--- config.mk ---
export PLATFORM = sky130hd
export DESIGN_NAME = spi_master
export DESIGN_NICKNAME = d
export VERILOG_FILES = /design/src/rtl/spi_master.sv
export SDC_FILE = /design/constraint.sdc
export NUM_CORES = 1
export LEC_CHECK = 0
export ABC_AREA = 1
export BUFFER_PORTS_ARGS = -buffer_cell sky130_fd_sc_hd__buf_2
export CORE_MARGIN = 4
export CORE_UTILIZATION = 50
export CTS_CLUSTER_SIZE = 40
export DETAILED_ROUTE_END_ITERATION = 16
export GPL_ROUTABILITY_DRIVEN = 0
export HOLD_SLACK_MARGIN = 0.02
export PLACE_DENSITY = 0.74
export SYNTH_ARGS = -nofsm -noshare
export SYNTH_HDL_FRONTEND = slang
export SYNTH_SLANG_ARGS = --single-unit
--- constraint.sdc ---
create_clock -name clk -period 1.4 [get_ports clk]
set_input_delay 0.14 -clock clk [delete_from_list [all_inputs] [get_ports clk]]
set_output_delay 0.14 -clock clk [all_outputs]
set_load 0.01 [all_outputs]
--- src/rtl/spi_master.sv ---
// spi_master: SPI mode-0 initiator running one {addr, rw, data} frame, MSB first.
// Define SPI_MISO_SYNC_EN to add a two-flop miso synchronizer with delayed sampling.
`timescale 1ns/1ps
module spi_master #(
    parameter int unsigned CLK_DIV = 8,
    parameter int unsigned ADDR_W  = 7,
    parameter int unsigned DATA_W  = 8
) (
    input  logic              clk,
    input  logic              reset_n,
    input  logic              start,
    input  logic              rw,
    input  logic [ADDR_W-1:0] addr,
    input  logic [DATA_W-1:0] wdata,
    output logic              busy,
    output logic              done,
    output logic [DATA_W-1:0] rdata,
    output logic              sclk_pin,
    output logic              cs_pin,
    output logic              mosi_pin,
    input  logic              miso_pin
);

    localparam int unsigned FRAME_W = ADDR_W + 1 + DATA_W;
    localparam int unsigned DIV_W   = $clog2(CLK_DIV);
    localparam int unsigned BIT_W   = $clog2(FRAME_W + 1);
    localparam logic [DIV_W-1:0] DIV_LAST   = DIV_W'(CLK_DIV - 1);
    localparam logic [BIT_W-1:0] BIT_LAST   = BIT_W'(FRAME_W);
    localparam logic [BIT_W-1:0] DATA_FIRST = BIT_W'(ADDR_W + 1);

    typedef enum logic [2:0] {IDLE, SETUP, SHIFT, HOLD, GAP} state_t;

    state_t              state;
    logic [DIV_W-1:0]    div_cnt;
    logic [BIT_W-1:0]    bit_cnt;
    logic [FRAME_W-1:0]  tx_sr;
    logic [DATA_W-1:0]   rx_sr;
    logic                rw_q;
    logic                tc;
    logic                rise_now;
    logic                sample_en;
    logic                sample_bit;

    always_comb begin
        tc       = (div_cnt == DIV_LAST);
        rise_now = tc && ((state == SETUP) ||
                          (state == SHIFT && !sclk_pin && bit_cnt != BIT_LAST));
    end

`ifdef SPI_MISO_SYNC_EN
    logic miso_s1, miso_s2, rise_q, rise_qq;

    // Sampling two cycles after the rise lines up with miso_s2 holding the pre-rise value.
    always_ff @(posedge clk) begin
        if (!reset_n) begin
            miso_s1 <= 1'b0;
            miso_s2 <= 1'b0;
            rise_q  <= 1'b0;
            rise_qq <= 1'b0;
        end else begin
            miso_s1 <= miso_pin;
            miso_s2 <= miso_s1;
            rise_q  <= rise_now;
            rise_qq <= rise_q;
        end
    end

    always_comb begin
        sample_en  = rise_qq;
        sample_bit = miso_s2;
    end
`else
    always_comb begin
        sample_en  = rise_now;
        sample_bit = miso_pin;
    end
`endif

    always_ff @(posedge clk) begin
        if (!reset_n) begin
            state    <= IDLE;
            div_cnt  <= '0;
            bit_cnt  <= '0;
            tx_sr    <= '0;
            rx_sr    <= '0;
            rw_q     <= 1'b0;
            busy     <= 1'b0;
            done     <= 1'b0;
            rdata    <= '0;
            sclk_pin <= 1'b0;
            cs_pin   <= 1'b1;
            mosi_pin <= 1'b0;
        end else begin
            done <= 1'b0;
            if (state == IDLE || tc)
                div_cnt <= '0;
            else
                div_cnt <= div_cnt + 1'b1;

            if (sample_en)
                rx_sr <= {rx_sr[DATA_W-2:0], sample_bit};

            if (rise_now) begin
                sclk_pin <= 1'b1;
                bit_cnt  <= bit_cnt + 1'b1;
            end

            unique case (state)
                IDLE: begin
                    if (start) begin
                        tx_sr    <= {addr, rw, wdata};
                        rw_q     <= rw;
                        busy     <= 1'b1;
                        cs_pin   <= 1'b0;
                        mosi_pin <= addr[ADDR_W-1];
                        bit_cnt  <= '0;
                        state    <= SETUP;
                    end
                end
                SETUP: begin
                    if (tc)
                        state <= SHIFT;
                end
                SHIFT: begin
                    // The last bit keeps a full low half-period before HOLD so the frame spans 16 whole sclk periods.
                    if (tc && sclk_pin) begin
                        sclk_pin <= 1'b0;
                        if (bit_cnt < BIT_LAST) begin
                            tx_sr    <= {tx_sr[FRAME_W-2:0], 1'b0};
                            mosi_pin <= (rw_q && bit_cnt >= DATA_FIRST) ? 1'b0 : tx_sr[FRAME_W-2];
                        end
                    end else if (tc && bit_cnt == BIT_LAST) begin
                        state <= HOLD;
                    end
                end
                HOLD: begin
                    if (tc) begin
                        cs_pin   <= 1'b1;
                        mosi_pin <= 1'b0;
                        done     <= 1'b1;
                        if (rw_q)
                            rdata <= rx_sr;
                        state <= GAP;
                    end
                end
                GAP: begin
                    if (tc) begin
                        busy  <= 1'b0;
                        state <= IDLE;
                    end
                end
                default: state <= IDLE;
            endcase
        end
    end

endmodule

; Yosys cells after proc, flatten, opt, wreduce, memory -nomap -nowiden
; Cells that the tools add are included.
[op_classes]
n_lt_le_gt_ge = 2
n_eq_ne = 15
add_sub_neg = 2
n_bitwise = 1
mux = 29
n_reduce_logical = 23
[ops]
columns = operator, count
row1 = 15-bit 2-to-1 mux, 3
row2 = 15-bit case mux with 2 select lines, 1
row3 = 3-bit 2-to-1 mux, 6
row4 = 5-bit 2-to-1 mux, 3
row5 = 3-bit case mux with 5 select lines, 1
row6 = 1-bit 2-to-1 mux, 12
row7 = "2-bit != test, second input constant", 5
row8 = 3-bit AND reduction, 3
row9 = "3-bit by 2-bit == test with 1-bit output, second input constant", 2
row10 = "3-bit == test, second input constant", 2
row11 = 1-bit logical AND, 6
row12 = "2-bit by 1-bit != test with 1-bit output, second input constant", 3
row13 = 6-bit AND reduction, 1
row14 = 2-bit nonzero test, 3
row15 = "5-bit by 1-bit adder with 5-bit output, second input constant", 1
row16 = "5-bit == test, second input constant", 1
row17 = "5-bit by 4-bit greater-or-equal comparator with 1-bit output, second input constant", 1
row18 = "5-bit < comparator, second input constant", 1
row19 = "5-bit != test, second input constant", 1
row20 = 5-bit AND reduction, 1
row21 = 1-bit case mux with 2 select lines, 2
row22 = 2-bit AND reduction, 2
row23 = 4-bit AND reduction, 1
row24 = "3-bit by 1-bit adder with 3-bit output, second input constant", 1
row25 = other kinds (8), 9
[totals]
elab_cells = 84
output_inout_bits = 13
regBits = 48

; Depth between registers and ports, before layout
; Gate-level depths: netlist of run 1.
[depth]
depth_word = 8
ltp_mapped = 11
mapped_depth_nobuf = 10

; Least setup slack after synthesis of run 1
; OpenSTA, ideal clock, no wires.
[synth_path]
path_kind = register to register
start = register div_cnt[0]
end = register state[0]
synth_period_minus_slack_ps = 1462
n_path_buf = 1
arrival_ps = 1349
path_stages_with_launch = 12
setup_slack_ps = -62
setup_time_ps = 113
t_required_ps = 1287
cell_sequence = dfxtp_1 -> ha_1 -> ha_1 -> buf_2 -> inv_1 -> nand3_1 -> nand2_1 -> inv_1 -> nand3_1 -> nand2_1 -> nand2_1 -> nor2_1
[synth_between]
elab_chain_cells = 4
elab_cells_between_ends = 9
classes_between = 6 x eq/ne / 3 x reduce/logical
[synth_lines]
columns = item, line_no
row1 = "start, declared", 34  ; logic [DIV_W-1:0] div_cnt;
row2 = "start signal, assigned", 98  ; div_cnt <= div_cnt + 1'b1;
row3 = 3-bit == test (*), 45  ; tc = (div_cnt == DIV_LAST);
row4 = named net tc, 39  ; logic tc;
row5 = 1-bit logical AND (on tied branches), "132, 126"
row6 = 2-bit by 1-bit != test with 1-bit output (no line) or 2-bit != test (tied branches), n/a
row7 = 6-bit AND reduction (no line) (*), n/a
row8 = "end signal, assigned", 133  ; state <= HOLD;
row9 = "end signal, assigned", 143  ; state <= GAP;
row10 = "end signal, assigned", 149  ; state <= IDLE;
row11 = "end, declared", 33  ; state_t state;
; The timed path passes the listed nets; every way through them passes the cells marked *.
; A chain may end at the register's enable or synchronous reset.

; Final worst setup path of run 1
[layout_path]
start = register div_cnt[0]
end = register tx_sr[10]
[layout_between]
elab_chain_cells = 4
[layout_lines]
columns = item, line_no
row1 = 3-bit == test, 45
row2 = named net tc, 39
row3 = 1-bit logical AND, 126  ; if (tc && sclk_pin) begin
row4 = 2-bit by 1-bit != test with 1-bit output (no line), n/a
row5 = 4-bit AND reduction (no line), n/a
row6 = "end signal, assigned", 111  ; tx_sr <= {addr, rw, wdata};
row7 = "end signal, assigned", 129  ; tx_sr <= {tx_sr[FRAME_W-2:0], 1'b0};
row8 = "end, declared", 36  ; logic [FRAME_W-1:0] tx_sr;
; The timed path passes the listed nets, and every way through them passes these cells.

==> summary.md, run 1 <==
| Metric | Value |
|---|---|
| Outcome | finished, violations left |
| Violations in the final reports | setup timing |
| Ranking of synthesized cells by instance count | sky130_fd_sc_hd__nand2_1, sky130_fd_sc_hd__dfxtp_1, sky130_fd_sc_hd__inv_1, sky130_fd_sc_hd__a21oi_1, sky130_fd_sc_hd__nor2_1 |
| Chip width | 74.06 µm |
| Total leakage power | 1.248 nW |
| Max transition margin | 0.7076 |
| Final worst clock skew | 4.004 ps |
| Critical-path cell list | ha_4 -> ha_4 -> nand3_2 -> nand2_2 -> nand3_4 -> buf_12 -> o21ai_1 -> a21oi_1 |
| Synth unique cells | 25 |
| DR vias | between 2000 and 2500 |
| Share of final-layout standard cells stronger than drive strength 1 | 0.3420 |
| Die Footprint | 5485 µm² |
| Number of I/O pins | 33 |
| Final cell count without fillers | 398 |
| Pin slew with the least headroom to its limit | 438.1 ps |
| Router iterations before antenna repair | 4 |
| Post-Place Worst Slack | -100.1 ps |
| Deepest level of the CTS H-tree | 2 |
| Synth Flop Type | sky130_fd_sc_hd__dfxtp_1 |
| Vias in the first global route | 1832 |
| Number of max-capacitance violations reported | 0 |
| Post-Place Cells | 385 |
| Final #Nets | 371 |
| Maximum fanout encountered on the critical timing path | 15 |
| CP most frequent cell | sky130_fd_sc_hd__ha_4 |
| Worst min path class | in2reg |
| Port-buffer cells | 32 |
| RSZ-0062 raised after global routing | true |
| Post-layout minimum cycle time | 1424 ps |
| Highest achievable clock rate | 0.7022 GHz |
| Summed instance area of the synthesized netlist | 2182 µm² |
| Worst hold slack after final layout | 104.8 ps |
| Post-route total power | slightly above 5 mW |
| Number of synthesized flops with an enable pin | 0 |
| Count of mapped cells out of synthesis | 294 |
| Share of flip-flops with an asynchronous set or reset | 0 |
| Global-route wire length before repair | 8197 µm |
| Pins over their slew limit | 0 |
| Starting density of the core | 0.5303 |
| Combinational family with the most area after synthesis | simple AND/OR/NAND/NOR gates |
| Largest net degree at the start of global routing | 28 |
| Total number of clock tree sinks | 48 |
| Worst-case vdd ir drop | 1071 µV |
| Met1 Track Usage GR | 0.2566 |
| Number of warnings issued by yosys | 0 |
| Synth Area in Simple Gates | 0.2477 |
| Post-CTS clock slew at the launch and capture registers of the worst setup and hold paths | roughly 90 ps |
| Inserted Diodes | 0 |
| Number of nets produced by synthesis | 318 |
| Category of the worst setup path capture point | register |
| M3 GR Usage | 0.03919 |
| Power density normalized to cell area | ~1800 nW/µm² |
| Most frequent cell after synthesis | sky130_fd_sc_hd__nand2_1 |
| WL/cell | 13.03 µm |
| Required @ worst endpoint | 1590 ps |
| Die Y | 74.06 µm |
| Final antenna-violating net count | 0 |
| Hold-fix buffers at CTS | 0 |
| Via/cell ratio | between 5 and 6 |
| Worst-skew pair later-pin latency | 290 ps |
| Adder-cell area share of the yosys netlist | 0.02294 |
| Compound-cell area share of the yosys netlist | 0.1743 |
| Largest delay contributor family on the critical path | flip-flops |
| Worst EP arrival | 1620 ps |
| Crit start category | register |
| Count of final setup violators | 6 |
| Worst Path Buf+Inv | 1 |
| Final clock period utilization by the worst path | 1.017 |
| Largest area contributor in the synthesized netlist | sky130_fd_sc_hd__dfxtp_1 |
| Area share of the leading cell type in the synthesized netlist | 0.4404 |
| Buffers from clock root to sink, at most | 2 |
| Routing layer with the top usage in global route | met2 |
| Worst setup slack after layout | -24.09 ps |
| Number of placement rows | 23 |
| Number of DRC markers in iteration 0 | between 150 and 200 |
| Wire length after detailed routing | 5185 µm |
| Flip-flop and latch count after synthesis | 48 |
| Gr usage total | 0.1905 |
| DRC violation count after routing | 0 |
| Final number of hold-violating endpoints | 0 |
| Gr ovfl total | 0 |
| Classification of the worst setup path | reg2reg |
| Clock tree from TritonCTS | built |
| Growth of design area from synthesis to finish | 29.30% |
| Floorplan core area | 4115 µm² |
| Cell at the root of the clock tree | sky130_fd_sc_hd__clkbuf_8 |
| Delay of the slowest critical-path stage | 370 ps |
| Number of antenna violations at the first check in global routing | 0 |
| Syn avg cell area | approximately 7.4 µm² |
| Area share of xor/xnor cells in the synthesized design | 0.004014 |
| Worst path slowest cell | sky130_fd_sc_hd__dfxtp_2 |
| Multiplexer fraction of the synthesized cell area | 0 |
| CTS Buf Count | 5 |
| Largest cells by area after synthesis | sky130_fd_sc_hd__dfxtp_1, sky130_fd_sc_hd__nand2_1, sky130_fd_sc_hd__a21oi_1 |
| Part of the Yosys area used for sequential elements | 0.4404 |
| Global Route met2 Usage | 0.3031 |
| HPWL after detailed placement | around 3400 µm |
[state kept, by name, summed over array words and instances (netlist names)]
register	flops
done	1
busy	1
rdata	8
bit_cnt	5
tx_sr	15
mosi_pin	1
div_cnt	3
rx_sr	8
state	3
rw_q	1
sclk_pin	1
cs_pin	1
[through the flow]
stage | util | setup TNS (ps) | area [µm²]
CTS | 0.6595 | -27.73 | 2714
global placement | 0.6069 | -204.0 | 2497
floorplan | - | 0 | 2193
detailed placement | 0.6069 | -1352 | 2497
finish | 0.6856 | -61.19 | 2821
global route | 0.6856 | -1774 | 2821
[final cells by class]
cell class	count	area [µm²]
Multi-Input combinational cell	197	1119
Tap cell	50	62.56
Fill cell	331	1294
Inverter	35	133.9
Clock inverter	2	35.03
Clock buffer	6	72.57
Sequential cell	48	968.4
Timing Repair Buffer	60	430.4
[cell families after synthesis]
family,count (synthesis)
buf+inv,49
fa+ha+maj,4
flops,48
xor+xnor,1
simple gates,118
compound gates,74
[metal layers]
layer	routed length, µm	part of all wire
met4	78	0.015
met3	240	0.046
met1	2334	0.45
met5	0	0
met2	2532	0.49
[report_power, final]
group | total (mW) | internal [mW] | switching, mW
combinational | 2.29 | 0.993 | 1.29
clock | 0.981 | 0.530 | 0.450
sequential | 1.77 | 1.65 | 0.124
[path summary, 6_finish.rpt]
| check | from | to | slack [ps] | depth (start not counted) |
|---|---|---|---|---|
| max reg2reg | div_cnt[0]$_SDFF_PP0_ | tx_sr[10]$_SDFFE_PN0P_ | -20 | 8 |
| min | miso_pin | rx_sr[0]$_SDFFE_PN0P_ | 100 | 3 |
| max | div_cnt[0]$_SDFF_PP0_ | tx_sr[10]$_SDFFE_PN0P_ | -20 | 8 |
| min reg2reg | tx_sr[6]$_SDFFE_PN0P_ | tx_sr[6]$_SDFFE_PN0P_ | 450 | 2 |
[worst reg2reg max path: stages, from the launching register on]
cell	delay [ps]
sky130_fd_sc_hd__dfxtp_2	370
sky130_fd_sc_hd__ha_4	140
sky130_fd_sc_hd__ha_4	150
sky130_fd_sc_hd__nand3_2	80
sky130_fd_sc_hd__nand2_2	100
sky130_fd_sc_hd__nand3_4	120
sky130_fd_sc_hd__buf_12	180
sky130_fd_sc_hd__o21ai_1	140
sky130_fd_sc_hd__a21oi_1	50
[layout by cell type, fill, tap and decap left out, types with 2 or more instances in the layout]
cell type                   n
sky130_fd_sc_hd__nand2_1   47
sky130_fd_sc_hd__dfxtp_1   42
sky130_fd_sc_hd__buf_2     32
sky130_fd_sc_hd__a21oi_1   29
sky130_fd_sc_hd__inv_1     28
sky130_fd_sc_hd__nor2_1    28
sky130_fd_sc_hd__buf_4     21
sky130_fd_sc_hd__nand3_1   19
sky130_fd_sc_hd__o21ai_0   16
sky130_fd_sc_hd__o21ai_1   13
sky130_fd_sc_hd__o21ai_2   10
sky130_fd_sc_hd__inv_2      6
sky130_fd_sc_hd__nand2_2    6
sky130_fd_sc_hd__nand3_2    6
sky130_fd_sc_hd__dfxtp_2    6
sky130_fd_sc_hd__a21oi_2    5
sky130_fd_sc_hd__clkbuf_8   5
sky130_fd_sc_hd__buf_6      4
sky130_fd_sc_hd__nor2_2     3
sky130_fd_sc_hd__ha_4       3
sky130_fd_sc_hd__nor2_4     2
sky130_fd_sc_hd__nand3_4    2
sky130_fd_sc_hd__nand4_1    2
sky130_fd_sc_hd__nand2_4    2
sky130_fd_sc_hd__buf_12     2
[repair_timing]
action | CTS | global route
gates cloned | 1 | 0
buffers inserted | 2 | 2
resized for setup | 24 | 34
pin swaps | 5 | 14
endpoints found under the setup margin | 39 | 40
Note: power is estimated with default switching activity, not from simulation.
==> run 2, diff against run 1 <==
Settings changed: CORE_ASPECT_RATIO set to 0.9.
==> run 2 against run 1 <==
  * The flow still finishes with violations (setup timing)
  * Clock skew is 9.7 ps higher
  * Final cell count is 3.8% higher
  * Final area is 5.8% higher
  * Critical path depth stayed put
  * Largest cell class unchanged
  * Core utilization is 3.2 points higher
  * Via count is 4.0% higher
  * Routed wire length is 11% higher
  * Critical path type unchanged
  * Setup slack worse by 37 ps
  * Highest routed layer unchanged
==> summary.md, run 2 (synthesis results as in run 1) <==
| Metric | Value |
|---|---|
| Share of final-layout standard cells stronger than drive strength 1 | 0.3938 (+0.05181) |
| Deepest level of the CTS H-tree | 2 (unchanged) |
| HPWL after detailed placement | 3276 µm (-3.2%) |
| Length of routed wiring on met1 | 2590 µm (+11%) |
| Chip width | 77.64 µm (+4.8%) |
| CTS Buf Count | 5 (unchanged) |
| Number of I/O pins | 33 (unchanged) |
| Buffers from clock root to sink, at most | 2 (unchanged) |
| Number of antenna violations at the first check in global routing | 0 (unchanged) |
| Post-route total power | 5.474 mW (+8.6%) |
| Growth of design area from synthesis to finish | 36.75% |
| Outcome | finished, violations left |
| Final antenna-violating net count | 0 (unchanged) |
| Port-buffer cells | 32 (unchanged) |
| Area of placed instances | 2537 µm² (+1.6%) |
| Pins over their slew limit | 0 (unchanged) |
| Die Y | 70.67 µm (-4.6%) |
| Worst min path class | in2reg |
| Worst hold slack after final layout | 97.95 ps (-6.860 ps) |
| Max transition margin | 0.6934 (-0.01423) |
| RSZ-0062 raised after global routing | true |
| Required @ worst endpoint | 1640 ps (+50 ps) |
| Global-route wire length before repair | 9011 µm (+9.9%) |
| Number of DRC markers in iteration 0 | 158 (+3.9%) |
| Wire length after detailed routing | 5776 µm (+11%) |
| Inserted Diodes | 0 (unchanged) |
| Flip-flop count of the largest register, all copies and words added | 15 (unchanged) |
| Worst path slowest cell | sky130_fd_sc_hd__dfxtp_2 |
| Critical-path cell list | ha_4 -> ha_4 -> buf_6 -> nor2_2 -> nand2_2 -> nand3_4 -> nand2_1 -> a21oi_2 |
| Maximum fanout encountered on the critical timing path | 5 (-10) |
| Number of placement rows | 22 (-4.3%) |
| Highest signal layer in the routed design | met4 |
| Classification of the worst setup path | reg2reg |
| Delay of the slowest critical-path stage | 350 ps (-20 ps) |
| Gr usage total | 0.2025 (+0.01207) |
| Worst Path Buf+Inv | 1 (unchanged) |
| Gr ovfl total | 0 (unchanged) |
| Clock tree from TritonCTS | built |
| Final worst clock skew | 13.67 ps (+9.662 ps) |
| WL/cell | 13.99 µm (+7.4%) |
| Die Footprint | 5486 µm² (about the same) |
| Post-layout minimum cycle time | 1461 ps (+37.37 ps) |
| Biggest registers after layout | tx_sr x15, rdata x8, rx_sr x8 |
| Final number of hold-violating endpoints | 0 (unchanged) |
| Category of the worst setup path capture point | register |
| Filler instances | 298 (-10%) |
| CP most frequent cell | sky130_fd_sc_hd__ha_4 |
| Worst-case vdd ir drop | 1095 µV (+2.2%) |
| Top library cells by usage in the layout, fill and taps aside | sky130_fd_sc_hd__nand2_1, sky130_fd_sc_hd__dfxtp_1, sky130_fd_sc_hd__buf_2 |
| Final Instance Area | 2984 µm² (+5.8%) |
| Leading cell type in the layout, fill and taps excluded | sky130_fd_sc_hd__nand2_1 |
| Final clock period utilization by the worst path | 1.044 (+0.02669) |
| Met3 layer wire length in the routed design | 254 µm (+5.8%) |
| Routed met2 length | 2796 µm (+10%) |
| Worst-skew pair later-pin latency | 310 ps (+20 ps) |
| Starting density of the core | 0.5250 (-0.005267) |
| Vias in the first global route | 1987 (+8.5%) |
| Largest delay contributor family on the critical path | simple AND/OR/NAND/NOR gates |
| Post-Place Worst Slack | -105.7 ps (-5.603 ps) |
| Power density normalized to cell area | 1834 nW/µm² (+2.6%) |
| Post-CTS clock slew at the launch and capture registers of the worst setup and hold paths | 90 ps (about the same) |
| Violations in the final reports | setup timing |
| Count of final setup violators | 10 (+4) |
| Highest achievable clock rate | 0.6842 GHz (-2.6%) |
| Via/cell ratio | 5.179 (+0.26%) |
| Largest Register | tx_sr |
| Total number of clock tree sinks | 48 (unchanged) |
| DR vias | 2139 (+4.0%) |
| Pin slew with the least headroom to its limit | 459.4 ps (+21.32 ps) |
| Router iterations before antenna repair | 4 (unchanged) |
| Floorplan core area | 4156 µm² (+1.0%) |
| DRC violation count after routing | 0 (unchanged) |
| Crit start category | register |
| Final #Nets | 376 (+1.3%) |
| Worst setup slack after layout | -61.46 ps (-37.37 ps) |
| Largest net degree at the start of global routing | 28 (unchanged) |
| Total leakage power | 1.265 nW (+1.4%) |
| Cell at the root of the clock tree | sky130_fd_sc_hd__clkbuf_8 |
| Worst EP arrival | 1700 ps (+80 ps) |
| Hold-fix buffers at CTS | 0 (unchanged) |
| Number of max-capacitance violations reported | 0 (unchanged) |
## run 2: changes by cell type in the layout (fill, tap and decap cells not counted), sizes merged
cell      delta
clkinv       -1
buf          +5
clkinvlp     +1
clkbuf       +1
bufinv       -1
## run 2: path summary, 6_finish.rpt
| path | end | slack, ps | start | cells after the start |
|---|---|---|---|---|
| max | state[1]$_SDFFE_PN0P_ | -60 | div_cnt[0]$_SDFF_PP0_ | 8 |
| min | rx_sr[0]$_SDFFE_PN0P_ | 100 | miso_pin | 3 |
| max reg2reg | state[1]$_SDFFE_PN0P_ | -60 | div_cnt[0]$_SDFF_PP0_ | 8 |
| min reg2reg | tx_sr[8]$_SDFFE_PN0P_ | 450 | tx_sr[8]$_SDFFE_PN0P_ | 2 |
## run 2: layout make-up
type                       count  area, µm²  share of cell area
clock buffer                   7      86.33             0.02893
clock inverter                 1      7.507            0.002516
multi-input combinational    197       1227              0.4113
sequential                    48      969.7              0.3249
inverter                      35      133.9             0.04486
timing repair buffer          65      484.2              0.1623
tap                           60      75.07             0.02516
## run 2: repair_timing
action | 4_1_cts | 5_1_grt
pin swaps | 5 | 19
cloned | 2 | 0
buffers inserted | 2 | 5
gates resized for setup | 27 | 59
setup endpoints to repair | 38 | 42
## run 2: layer usage
| metal | up-vias | track usage |
|---|---|---|
| li1 | 1069 | - |
| met1 | 996 | 0.2611 |
| met2 | 59 | 0.3365 |
| met3 | 15 | 0.04071 |
| met4 | 0 | 0.07312 |
| met5 | - | 0 |
## run 2: through the flow
| stage | instances | util | TNS (ps) |
|---|---|---|---|
| after floorplan | 294 | - | 0 |
| after global placement | 397 | 0.6105 | -342.5 |
| after detailed placement | 397 | 0.6105 | -950.9 |
| after CTS | 409 | 0.6692 | -435.7 |
| after global routing | 413 | 0.7179 | -1953 |
| final | 413 | 0.7179 | -197.3 |
## run 2: power breakdown
group | leakage [nW] | switching, mW | internal (mW)
logic | 0.826 | 1.60 | 1.21
registers | 0.395 | 0.134 | 1.65
clock network | 0.0445 | 0.471 | 0.402
total | 1.27 | 2.21 | 3.27
## run 2: worst register-to-register path: stages, from the launching register on
cell	delay, ps
sky130_fd_sc_hd__dfxtp_2	350
sky130_fd_sc_hd__ha_4	160
sky130_fd_sc_hd__ha_4	160
sky130_fd_sc_hd__buf_6	130
sky130_fd_sc_hd__nor2_2	150
sky130_fd_sc_hd__nand2_2	110
sky130_fd_sc_hd__nand3_4	120
sky130_fd_sc_hd__nand2_1	90
sky130_fd_sc_hd__a21oi_2	120
